--- src/rtl/fetch_pkg.sv ---
// Shared fetch-stage types: sequencer state encoding and the architectural reset PC.
package fetch_pkg;

  typedef enum logic [1:0] {
    REQ   = 2'd0,
    WAIT  = 2'd1,
    HOLD  = 2'd2,
    DRAIN = 2'd3
  } fetch_state_t;

  localparam logic [31:0] RESET_PC_DEFAULT = 32'h0000_3000;

  // WAIT and DRAIN both have a granted request whose response is still owed.
  function automatic logic is_waiting(fetch_state_t s);
    return (s == WAIT) || (s == DRAIN);
  endfunction

endpackage

--- src/rtl/fetch_ctrl.sv ---
// Fetch sequencer: one imem request at a time, owns pc_f, holds the word for IF/ID.
// Latency: valid_f 2 cycles after imem_req; stall holds the word, flush drops it and any stale response.
module fetch_ctrl
  import fetch_pkg::*;
#(
  parameter logic [31:0] RESET_PC = RESET_PC_DEFAULT,
  parameter int unsigned TIMEOUT  = 64
) (
  input  logic        clk,
  input  logic        reset,
  input  logic [31:0] next_pc,
  input  logic        stall,
  input  logic        flush,
  input  logic [31:0] flush_pc,
  output logic        imem_req,
  output logic [31:0] imem_addr,
  input  logic        imem_gnt,
  input  logic        imem_rvalid,
  input  logic [31:0] imem_rdata,
  output logic [31:0] pc_f,
  output logic [31:0] instr_f,
  output logic        valid_f,
  output logic        imem_timeout
);

  localparam logic [7:0] TO_MAX = 8'(TIMEOUT);

  fetch_state_t state_q, state_d;
  logic [31:0]  pc_q, pc_d;
  logic [31:0]  instr_q, instr_d;
  logic [7:0]   wait_cnt_q, wait_cnt_d;
  logic         timeout_q, timeout_d;

  always_ff @(posedge clk) begin
    if (!reset) begin
      state_q    <= REQ;
      pc_q       <= RESET_PC;
      instr_q    <= 32'h0;
      wait_cnt_q <= 8'h0;
      timeout_q  <= 1'b0;
    end else begin
      state_q    <= state_d;
      pc_q       <= pc_d;
      instr_q    <= instr_d;
      wait_cnt_q <= wait_cnt_d;
      timeout_q  <= timeout_d;
    end
  end

  always_comb begin
    state_d = state_q;
    pc_d    = pc_q;
    instr_d = instr_q;

    case (state_q)
      REQ: begin
        if (flush) begin
          pc_d = flush_pc;
          // An accepted request still owes a response that must be swallowed.
          if (imem_gnt) state_d = DRAIN;
        end else if (imem_gnt) begin
          state_d = WAIT;
        end
      end
      WAIT: begin
        if (flush) begin
          pc_d    = flush_pc;
          state_d = imem_rvalid ? REQ : DRAIN;
        end else if (imem_rvalid) begin
          instr_d = imem_rdata;
          state_d = HOLD;
        end
      end
      HOLD: begin
        if (flush) begin
          pc_d    = flush_pc;
          state_d = REQ;
        end else if (!stall) begin
          pc_d    = next_pc;
          state_d = REQ;
        end
      end
      DRAIN: begin
        if (flush) pc_d = flush_pc;
        if (imem_rvalid) state_d = REQ;
      end
      default: state_d = REQ;
    endcase
  end

  always_comb begin
    wait_cnt_d = wait_cnt_q;
    if (is_waiting(state_d) && (state_d != state_q)) begin
      wait_cnt_d = 8'h0;
    end else if (is_waiting(state_q)) begin
      wait_cnt_d = (wait_cnt_q >= TO_MAX) ? TO_MAX : wait_cnt_q + 8'd1;
    end
    timeout_d = timeout_q | (wait_cnt_d == TO_MAX);
  end

  assign imem_req     = (state_q == REQ);
  assign imem_addr    = pc_q;
  assign pc_f         = pc_q;
  assign instr_f      = instr_q;
  assign valid_f      = (state_q == HOLD);
  assign imem_timeout = timeout_q;

endmodule

--- config.mk ---
export PLATFORM = sky130hd
export DESIGN_NAME = fetch_ctrl
export DESIGN_NICKNAME = d
export VERILOG_FILES = /design/src/rtl/fetch_pkg.sv /design/src/rtl/fetch_ctrl.sv
export SDC_FILE = /design/constraint.sdc
export NUM_CORES = 1
export LEC_CHECK = 0
export ABC_AREA = 1
export BUFFER_PORTS_ARGS = -buffer_cell sky130_fd_sc_hd__buf_2
export CAP_MARGIN = 20
export CORE_MARGIN = 4
export CORE_UTILIZATION = 45
export CTS_BUF_LIST = sky130_fd_sc_hd__clkbuf_4
export CTS_CLUSTER_SIZE = 14
export DETAILED_ROUTE_END_ITERATION = 16
export GPL_TIMING_DRIVEN = 0
export HOLD_SLACK_MARGIN = 0.08
export PLACE_DENSITY = 0.93
export SYNTH_ARGS = -nofsm -noshare
export SYNTH_HDL_FRONTEND = slang
export SYNTH_SLANG_ARGS = --single-unit
--- constraint.sdc ---
create_clock -name clk -period 1.4 [get_ports clk]
set_input_delay 0.21 -clock clk [delete_from_list [all_inputs] [get_ports clk]]
set_output_delay 0.21 -clock clk [all_outputs]
set_load 0.01 [all_outputs]
# Word level (Yosys, flattened, before mapping)
# Cells that the tools add are included.
# Widths: inputs -> output; s select.
# totals
out_inout_bits	99
inputBits	102
register_bits	75
# op_classes
n_eq_ne	9
reduce_logical	7
bitwise	2
n_addsub	1
muxes	17
magnitude_cmp	1
# ops
op	n
$mux 32	3
$pmux 32 s2	1
$mux 8	3
$mux 2	9
$add 8x1->8 const B	1
$eq 8x7->1 const B	1
$ge 8x7->1 const B	1
$pmux 2 s4	1
$eq 2x2->1 const B	3
$eq 2x1->1 const B	2
$ne 3x3->1 const B	1
$reduce_and 3->1	1
$reduce_or 3->1	1
$logic_not 2->1	1
$logic_or 1x1->1	2
$ne 2x1->1 const B	1
$ne 2x2->1	1
$reduce_and 2->1	1
$logic_and 1x1->1	1
$not 1->1	1
$or 1x1->1	1

# Longest topological paths before layout
# depth
word_depth	9
ltp_mapped	10
ltp_nobuf	10

# Worst setup path before layout
# No wires, ideal clock.
# synth_timing
kind	reg-to-reg
start	register wait_cnt_q[0]
end	register timeout_q, in the netlist imem_timeout
t_arrival_ps	1201
synth_period_minus_slack_ps	1270
path_buffers	0
slack_ps	130
stages_incl_launch_ff	9
required_ps	1330
path_cell_list	dfxtp_1 -> ha_1 -> nand2_1 -> inv_1 -> a21oi_1 -> a21oi_1 -> nor2_1 -> nand3_1 -> a21oi_2
# synth_via
elab_chain_cells	6
# synth_lines
element	line	text
from (decl)	fetch_ctrl.sv:31	logic [7:0] wait_cnt_q, wait_cnt_d;
from (signal assigned)	fetch_ctrl.sv:45	wait_cnt_q <= wait_cnt_d;
$add 8x1->8 or $ge 8x7->1 (tied branches)	fetch_ctrl.sv:96	wait_cnt_d = (wait_cnt_q >= TO_MAX) ? TO_MAX : wait_cnt_q + 8'd1;
$mux 8	fetch_ctrl.sv:96	
$mux 8 (*)	fetch_ctrl.sv:95	end else if (is_waiting(state_q)) begin
$mux 8 (*)	fetch_ctrl.sv:93	if (is_waiting(state_d) && (state_d != state_q)) begin
$eq 8x7->1 (*)	fetch_ctrl.sv:98	timeout_d = timeout_q | (wait_cnt_d == TO_MAX);
$or 1x1->1 (*)	fetch_ctrl.sv:98	
to (signal assigned)	fetch_ctrl.sv:46	timeout_q <= timeout_d;
to (decl)	fetch_ctrl.sv:32	logic timeout_q, timeout_d;
# Every way passes the cells marked *; elsewhere a longest branch is shown, timed or not.
# A chain may end at the register's enable or synchronous reset.

# Worst setup path in the final report
# layout_timing
start	register state_q[1]
end	register pc_q[3], in the netlist imem_addr[3]
# layout_via
elab_chain_cells	4
# layout_lines
element	line	text
from (decl)	fetch_ctrl.sv:28	fetch_state_t state_q, state_d;
from (signal assigned)	fetch_ctrl.sv:42	state_q <= state_d;
$eq 2x1->1 (tied with other cells)	fetch_ctrl.sv:55	case (state_q)
$reduce_or 3->1 (no line)	n/a	
$ne 2x1->1 (no line)	n/a	
$reduce_and 2->1 (no line)	n/a	
to (signal assigned)	fetch_ctrl.sv:43	pc_q <= pc_d;
to (decl)	fetch_ctrl.sv:29	logic [31:0] pc_q, pc_d;
# Several ways; a longest one is shown, not always the timed one.

==> run metrics <==
outcome=complete, but fails checks; failing checks=negative setup slack; static leakage=2.890 nW; clk sinks=75; first-pass GRT wire length=23230 um; number of top-level pins=201; Syn Area/Cell=~7.5 um2; num rows=31; Synth area leaders=dfxtp_1 45%, o21ai_0 9.7%, nand2_1 9.2%, nor2_1 8.8%, buf_4 7.2%; Detailed Route Iter0 Violations=674; most frequent cell after synthesis=nand2_1; P&R area growth vs syn=76.75%; via/cell ratio=between 5 and 6; FF+latch count, synth=75; commonest cells in the netlist=82 x nand2_1, 78 x nor2_1, 75 x dfxtp_1; initial core utilization=~46%; peak fanout along the critical path=7; vias in the first global route=4713; die height=94.11 um; worst skew pair latency=between 0.4 and 0.5 ns; Max-slew headroom=55.51%; final setup vio count=30; final net count=860; final setup margin=-0.5404 ns; Max-Cap Viols=0; Worst Setup Start Kind=flip-flop; Buffers on Ports=around 200; Antenna Violating Nets Remaining=0; Clk pin slew, worst setup/hold paths=between 0.1 and 0.15 ns; clock buffer depth=2; number of synthesized flops with an enable pin=0; total power=roughly 0.005 W; total CTS buffers=9; Final Routed Wirelength=18270 um; leading area contributor after synthesis=dfxtp_1; Chip Width=94.11 um; Async SR Flop Fraction=0%; Initial DRT Pass Iterations=7; VDD IR max=0.5067 mV; Yosys top cell area share=44.99%; die area=about 9000 um2; PwrDens=approximately 860 nW/um2; number of H-tree levels=3; Slew Limit Fails=0; DRC viols=0; Hold Violations, Final=0; ys flop type=dfxtp_1; layout cells sized above 1=42.13%; Post-Syn Area=3337 um2; Place WS=-0.1176 ns; Hold Path Class=primary input to flip-flop; CP endpoint kind=flip-flop; Synth Net Count=~550; final core occ=81.76%; min cycle time layout=between 1.5 and 2 ns; remaining global-route overflow=0; Worst EP arrival=2.20 ns; initial antenna violation count=2; YS warnings=0; Mapped Cells=446; WS Path Type=flip-flop to flip-flop; CTS tree=built; DP HPWL=8262 um; routed length per instance=21.20 um; clk root buf=clkbuf_4; vias after detailed routing=5100; Worst-Margin Slew=around 0.66 ns; post-synthesis cell type count=28; period utilisation layout=138.6%; largest net degree at the start of global routing=14; worst path required time=1.66 ns; global-route usage over all layers=33.50%; RSZ-0062 raised after global routing=yes; Seq/Total Area, Yosys=44.99%; Fmax=around 520 MHz; RePlAce Congestion=0.8910; Fin Clk Skew=0.02575 ns; Core Region=between 7000 and 8000 um2
cell families after synthesis:
group                      after synthesis  synth area share (%)
and+or+nand+nor                        185                 23.25
AOI/OAI and AO/OA                      107                 17.59
buffers and inverters                   77                 13.54
DFF                                     75                 44.99
xor gates and xnor gates                 1                0.2625
adders and majority gates                1                0.3749
final cells by class:
| cell class | instances | area, um2 |
|---|---|---|
| antenna | 1 | 2.502 |
| buffer | 56 | 457.9 |
| clock buffer | 10 | 75.07 |
| clock inverter | 6 | 41.29 |
| fill | 379 | 1316 |
| inverter | 19 | 88.84 |
| multi-input combinational | 295 | 1564 |
| sequential | 75 | 1514 |
| tap | 99 | 123.9 |
| timing repair buffer | 301 | 2031 |
repair_timing:
item | in CTS | in global routing
hold endpoints to repair | 61 | 1
setup endpoints to repair | 60 | 64
gates resized for setup | 9 | 106
pin swaps | 0 | 18
setup buffers | 0 | 8
hold buffers | 90 | 1
cloned | 0 | 4
sequential cells by signal, summed over array words and instances (netlist names):
register,flops
imem_addr,32
instr_f,32
state_q,2
wait_cnt_q,8
imem_timeout,1
metal layers:
metal	vias to the layer above	track usage, %	wire length (um)
li1	2075	-	-
met1	2262	35.85	5712
met2	564	57.07	8283
met3	199	11.38	2511
met4	0	19.37	1765
met5	-	0	0
per-stage QoR:
stage          instance area (um2)    TNS, ns  std cells  hold WS, ns
4_1_cts                       5488  -0.005022        850      0.08775
6_report                      5898     -1.869        862      0.09125
3_3_place_gp                  4457     -1.051        744       0.4519
5_1_grt                       5898     -1.960        862      0.09109
3_5_place_dp                  4457     -2.420        744       0.4615
2_1_floorplan                 3337          0        446       0.3611
worst max-delay path, cell delays in order, from the launching register on:
cell       delay (ns)
dfxtp_4          0.40
inv_4            0.04
nor2_4           0.21
nand2_4          0.16
clkinv_8         0.14
clkbuf_16        0.16
nand2_1          0.08
a31oi_1          0.57
report_power, final:
group	switching (W)	internal (W)
sequential	0.000123	0.00226
combinational	0.000772	0.000711
clock	0.000805	0.000385
placed cells by master, fill, tap and decap left out, types with 7 or more instances in the layout:
master         count
buf_4             45
nor2_1            76
buf_6              7
nor3_1             7
nand2_2           13
a31oi_1           22
o21ai_1           13
buf_2            200
o21ai_0           52
dlygate4sd3_1     91
inv_1             15
clkbuf_4          11
nand2_1           68
dfxtp_1           71
worst paths after layout:
check,startpoint,endpoint,slack [ns],depth (start not counted)
worst max-delay path,state_q[1],imem_addr[3],-0.54,7
worst min-delay path,flush_pc[22],imem_addr[22],0.09,3
worst max register to register,state_q[1],imem_addr[3],-0.54,7
worst min register to register,imem_timeout,imem_timeout,0.49,2
No activity file was read; power rests on OpenSTA's default activity.
